<file path="src/rtl/service_2_countdown_if.sv">
// Bundle between the time-set service, the countdown stage
// and the display block.
interface service_2_countdown_if;
  logic        finish1;
  logic [15:0] num;
  logic        push_c;
  logic [15:0] time_out;
  logic        running;
  logic        alarm;
  logic        blank;

  modport master (
    output finish1,
    output num,
    output push_c,
    input  time_out,
    input  running,
    input  alarm,
    input  blank
  );

  modport slave (
    input  finish1,
    input  num,
    input  push_c,
    output time_out,
    output running,
    output alarm,
    output blank
  );
endinterface

</file>
<file path="src/rtl/service_2_countdown.sv">
// BCD mm:ss countdown with start/pause, alarm at 00:00.
// SERVICE2_BLINK_EN adds a blinking blank request while expired.
module service_2_countdown #(
  parameter int TICK_DIV  = 100_000_000,
  parameter int BLINK_DIV = 50_000_000
) (
  input logic clk,
  input logic reset,
  service_2_countdown_if.slave bus
);

  if (TICK_DIV < 2 || BLINK_DIV < 1) begin : g_bad_cfg
    $error("service_2_countdown: bad divider");
  end

  localparam int PW = $clog2(TICK_DIV);
  localparam logic [PW-1:0] P_TOP = PW'(TICK_DIV - 1);

  typedef enum logic [2:0] {
    S_IDLE,
    S_LOADED,
    S_RUN,
    S_PAUSE,
    S_EXPIRED
  } state_t;

  state_t        state_q, state_d;
  logic [15:0]   cnt_q, cnt_d;
  logic [PW-1:0] presc_q, presc_d;
  logic          running_q, running_d;
  logic          alarm_q, alarm_d;
  logic [15:0]   ld_val;
  logic          tick;

  function automatic logic [15:0] dec_bcd(
    input logic [15:0] v
  );
    logic [3:0] mt, mo, st, so;
    {mt, mo, st, so} = v;
    if (so != 4'd0) begin
      so = so - 4'd1;
    end else begin
      so = 4'd9;
      if (st != 4'd0) begin
        st = st - 4'd1;
      end else begin
        st = 4'd5;
        if (mo != 4'd0) begin
          mo = mo - 4'd1;
        end else begin
          mo = 4'd9;
          mt = mt - 4'd1;
        end
      end
    end
    return {mt, mo, st, so};
  endfunction

  // Sec-tens above 5 is not a valid second; clamp on load.
  always_comb begin
    ld_val = bus.num;
    if (bus.num[7:4] > 4'd5) ld_val[7:4] = 4'd5;
  end

  assign tick = (presc_q == P_TOP);

  // Next-state, counter and prescaler; load beats push_c.
  always_comb begin
    state_d = state_q;
    cnt_d   = cnt_q;
    presc_d = presc_q;
    alarm_d = alarm_q;
    if (bus.finish1) begin
      cnt_d   = ld_val;
      presc_d = '0;
      alarm_d = 1'b0;
      state_d = (ld_val == 16'h0000) ? S_IDLE : S_LOADED;
    end else begin
      unique case (state_q)
        S_LOADED: begin
          if (bus.push_c) begin
            state_d = S_RUN;
            presc_d = '0;
          end
        end
        S_RUN: begin
          presc_d = tick ? '0 : presc_q + PW'(1);
          if (bus.push_c) state_d = S_PAUSE;
          if (tick && cnt_q != 16'h0000) begin
            cnt_d = dec_bcd(cnt_q);
            if (cnt_q == 16'h0001) begin
              state_d = S_EXPIRED;
              alarm_d = 1'b1;
            end
          end
        end
        S_PAUSE: begin
          if (bus.push_c) state_d = S_RUN;
        end
        S_EXPIRED: begin
          if (bus.push_c) begin
            state_d = S_IDLE;
            alarm_d = 1'b0;
          end
        end
        default: begin
          state_d = state_q;
        end
      endcase
    end
    running_d = (state_d == S_RUN);
  end

  // State and registered outputs.
  always_ff @(posedge clk or negedge reset) begin
    if (!reset) begin
      state_q   <= S_IDLE;
      cnt_q     <= 16'h0000;
      presc_q   <= '0;
      running_q <= 1'b0;
      alarm_q   <= 1'b0;
    end else begin
      state_q   <= state_d;
      cnt_q     <= cnt_d;
      presc_q   <= presc_d;
      running_q <= running_d;
      alarm_q   <= alarm_d;
    end
  end

  assign bus.time_out = cnt_q;
  assign bus.running  = running_q;
  assign bus.alarm    = alarm_q;

`ifdef SERVICE2_BLINK_EN
  localparam int BW =
    (BLINK_DIV > 1) ? $clog2(BLINK_DIV) : 1;
  localparam logic [BW-1:0] B_TOP = BW'(BLINK_DIV - 1);

  logic          blank_q, blank_d;
  logic [BW-1:0] bcnt_q, bcnt_d;

  // Blank starts high on expiry, then toggles per period.
  always_comb begin
    blank_d = 1'b0;
    bcnt_d  = '0;
    if (state_d == S_EXPIRED) begin
      if (state_q != S_EXPIRED) begin
        blank_d = 1'b1;
      end else if (bcnt_q == B_TOP) begin
        blank_d = ~blank_q;
      end else begin
        blank_d = blank_q;
        bcnt_d  = bcnt_q + BW'(1);
      end
    end
  end

  // Blink registers.
  always_ff @(posedge clk or negedge reset) begin
    if (!reset) begin
      blank_q <= 1'b0;
      bcnt_q  <= '0;
    end else begin
      blank_q <= blank_d;
      bcnt_q  <= bcnt_d;
    end
  end

  assign bus.blank = blank_q;
`else
  assign bus.blank = 1'b0;
`endif

endmodule

</file>
<file path="src/flat_wrapper.sv">
// flat-port wrapper written by rule: the top's interface ports become plain ports
module service_2_countdown_flat 
#(
  parameter int TICK_DIV  = 100_000_000,
  parameter int BLINK_DIV = 50_000_000
)
  (clk, reset, bus_finish1, bus_num, bus_push_c, bus_time_out, bus_running, bus_alarm, bus_blank);
  service_2_countdown_if bus_i ();
  input logic clk;
  input logic reset;
  input wire logic [$bits(bus_i.finish1)-1:0] bus_finish1;
  input wire logic [$bits(bus_i.num)-1:0] bus_num;
  input wire logic [$bits(bus_i.push_c)-1:0] bus_push_c;
  output wire logic [$bits(bus_i.time_out)-1:0] bus_time_out;
  output wire logic [$bits(bus_i.running)-1:0] bus_running;
  output wire logic [$bits(bus_i.alarm)-1:0] bus_alarm;
  output wire logic [$bits(bus_i.blank)-1:0] bus_blank;
  assign bus_i.finish1 = bus_finish1;
  assign bus_i.num = bus_num;
  assign bus_i.push_c = bus_push_c;
  assign bus_time_out = bus_i.time_out;
  assign bus_running = bus_i.running;
  assign bus_alarm = bus_i.alarm;
  assign bus_blank = bus_i.blank;
  service_2_countdown #(.TICK_DIV(TICK_DIV), .BLINK_DIV(BLINK_DIV)) u_core (.clk(clk), .reset(reset), .bus(bus_i));
endmodule
</file>
<file path="config.mk">
export PLATFORM = sky130hd
export DESIGN_NAME = service_2_countdown_flat
export DESIGN_NICKNAME = d
export VERILOG_FILES = /design/src/rtl/service_2_countdown_if.sv /design/src/rtl/service_2_countdown.sv /design/src/flat_wrapper.sv
export SDC_FILE = /design/constraint.sdc
export NUM_CORES = 1
export LEC_CHECK = 0
export ABC_AREA = 0
export ABC_CLOCK_PERIOD_IN_PS = 1900
export CAP_MARGIN = 20
export CELL_PAD_IN_SITES_DETAIL_PLACEMENT = 1
export CELL_PAD_IN_SITES_GLOBAL_PLACEMENT = 1
export CORE_MARGIN = 2
export CORE_UTILIZATION = 30
export CTS_CLUSTER_SIZE = 16
export DETAILED_ROUTE_END_ITERATION = 10
export PLACE_DENSITY_LB_ADDON = 0.1
export SYNTH_ARGS = -nofsm -noshare
export SYNTH_HDL_FRONTEND = slang
export SYNTH_SLANG_ARGS = --single-unit
</file>
<file path="constraint.sdc">
create_clock -name clk -period 1.9 [get_ports clk]
set_clock_uncertainty 0.15 [all_clocks]
set_input_delay 0.19 -clock clk [delete_from_list [all_inputs] [get_ports clk]]
set_output_delay 0.19 -clock clk [all_outputs]
set_load 0.1 [all_outputs]
</file>
==> reports/qor.txt <==
failing checks: negative setup slack
Syn Nets: 349
first-pass detailed-route iteration total: 4
die area: 0.0105 mm2
number of flops mapped to enable cells by yosys: 0
GR Util met1: 0.307
register area share after synthesis: 0.412
WL/cell: 20.0 um
setup tns final: -6.18 ns
DRC errors left: 0
Reg clk slew, reported paths: 0.11 ns
Leak Pwr: 2.23 nW
largest family of logic cells by synthesized area: simple AND/OR/NAND/NOR gates
Routed Antenna Nets: 0
R2R Setup Slk: -0.23 ns
Worst setup EP type: flip-flop
Max-Cap Viols: 0
Top Family by Delay on Critical Path: simple AND/OR/NAND/NOR gates
most frequent CP cell: or4_4
synthesized cell area: 0.00291 mm2
crit-path cells: or3_4 > or4_4 > or4_4 > o211ai_1
CTS tree: built
GPL Wtd Cong: 0.792
Sink Count: 48
CTS Root Cell: clkbuf_8
mux cell area share after synthesis: 0.00687
xor/xnor share of the synthesized area: 0.0601
GR Util met2: 0.390
GR Util met3: 0.0231
Compound-Gate Fraction of Synth Area: 0.139
most frequent cells in the layout: buf_4 (108), dfrtp_1 (31), nand2_1 (27), buf_12 (20), buf_6 (19)
CP max-delay cell: dfrtp_4
Setup Viol. Count Final: 46
top_reg_cell synth: dfrtp_1
Worst Hold Class: in -> async
clock buffer depth: 2
GRT Max-Usage Layer: met2
post-route cell area: 0.00550 mm2
clock share of power: 0.261
Post-synth ARST share: 1.00
CTS Buf Count: 5
Area Growth Syn to Fin: 89.0%
Post-DP Area: 0.00448 mm2
via/cell ratio: 5.40
Worst slew margin: 0.567
final hold vios: 0
Netlist cell types: 63
Comb power frac: 0.335
Initial Utilization: 0.312
Sw Pwr: 0.000959 W
layout cells sized above 1: 0.559
Final Util: 0.590
grt total ovfl: 0
Critical Path RT: 1.96 ns
Syn Inst Count: 326
crit path time final: 2.13 ns
worst vdd ir: 0.345 mV
period utilization: 1.12
Max Freq: 469 MHz
WP buf/inv: 0
RSZ-0062 raised after global routing: yes
Final Worst Setup Slack: -0.233 ns
depth of the CTS H-tree: 2
DRT iter0 DRCs: 149
status: finished, violations left
IO Port Bufs: 37
clk_lat worst skew: 0.32 ns
vias after detailed routing: 3342
CP max stage delay: 0.50 ns
adder-cell area share of the yosys netlist: 0.0129
yosys warns: 0
Worst EP arrival: 2.20 ns
die span in x: 103 um
number of global-route vias before repair: 3548
# diodes: 0
IO Count: 39
Sw Ratio: 0.352
dpl ws: -0.466 ns
number of max-slew violations in the final report: 0
initial antenna violation count: 0
Crit Path Max Fanout: 2
Overall Power: 0.00272 W
total core area: 0.00933 mm2
drt total wl: 12.4 mm
internal power: 0.00176 W
Syn Area/Cell: 8.93 um2
Tightest Pin Transition: 0.644 ns
Startpoint Class: flip-flop
simple-gate share of the synthesized area: 0.334
Seq cells post-synth: 48
dpl hpwl: 7.89 mm
Final #Nets: 513
Tot GR Track Use: 0.226
die height: 103 um
first-pass GRT wire length: 18.5 mm
power per cell area: 494 mW/mm2
pin count of the biggest net entering global routing: 49
most common cell after layout, fill and taps aside: buf_4
critical path type: reg -> reg
sequential power share: 0.404
row cnt: 35
==> routing by layer <==
| layer | vias to the layer above | wire length (um) |
|---|---|---|
| li1 | 1539 | - |
| met1 | 1727 | 5600 |
| met2 | 54 | 6260 |
| met3 | 22 | 314 |
| met4 | 0 | 229 |
| met5 | - | 0 |
==> tightest hold or removal path, delay by kind of cell <==
family                 cells  cell delay, ns
buffers and inverters      3            0.90
==> per-stage QoR <==
stage / hold WS [ns] / cells
final: 0.235 / 619
after global routing: 0.271 / 619
after CTS: 0.256 / 610
after detailed placement: 0.0567 / 588
after global placement: 0.0534 / 588
after floorplan: -0.256 / 326
==> power groups by stage <==
stage          Sequential, W  Clock [W]  Combinational [W]
2_1_floorplan        0.00135          0           0.000154
3_3_place_gp         0.00111          0           0.000767
3_5_place_dp         0.00111          0           0.000774
4_1_cts              0.00110   0.000721           0.000869
5_1_grt              0.00110   0.000755           0.000954
6_report             0.00110   0.000712           0.000910
==> final timing paths <==
kind / start / to / cells past startpoint
max: u_core.bus.time_out[4] / u_core.bus.time_out[8] / 4
max reg2reg: u_core.bus.time_out[4] / u_core.bus.time_out[8] / 4
max in group asynchronous: reset / u_core.bus.time_out[5] / 3
min: reset / u_core.presc_q[4] / 3
min reg2reg: u_core.presc_q[4] / u_core.presc_q[4] / 2
min in group clk: bus_num[13] / u_core.bus.time_out[13] / 2
==> registers in the layout (all words and copies together), names as in the netlist <==
name / flops
u_core.bus.time_out: 16
u_core.presc_q: 27
u_core.bus.alarm: 1
u_core.state_q: 3
u_core.bus.running: 1
==> cells by family after synthesis <==
family | after synthesis
DFF | 48
muxes | 2
other | 1
adders and majority gates | 3
and+or+nand+nor | 170
buffers and inverters | 23
AOI/OAI and AO/OA | 59
xor gates and xnor gates | 20
==> cell type report <==
class                   instances  area, um2
flip-flops and latches         48       1240
multi-input cells             255       2310
well taps                     129        161
inverters                      12       50.0
repair buffers                168       1650
fillers                       993       3820
clock buffers                   7       96.3
==> repair_timing <==
action                                 4_1_cts  5_1_grt
endpoints found under the hold margin       48        0
hold buffers                                 1        0
buffers inserted                            14       11
cloned                                       2        1
pin swaps                                   39       47
setup endpoints to repair                   44       46
gates resized for setup                     77       78
==> synth_stat cells, types with 8 or more instances <==
library cell  instances  share of area
nor3_1               15          0.026
o21ai_0              11          0.019
nor2_1               42          0.054
nor4_1               15          0.032
inv_1                12          0.015
dfrtp_1              48           0.41
nand3_1               8          0.014
a31oi_1              10          0.021
a21oi_1               9          0.015
nand2_1              29          0.037
nand4_1              11          0.024
xnor2_1              17          0.051
(Power assumes the default switching activity.)
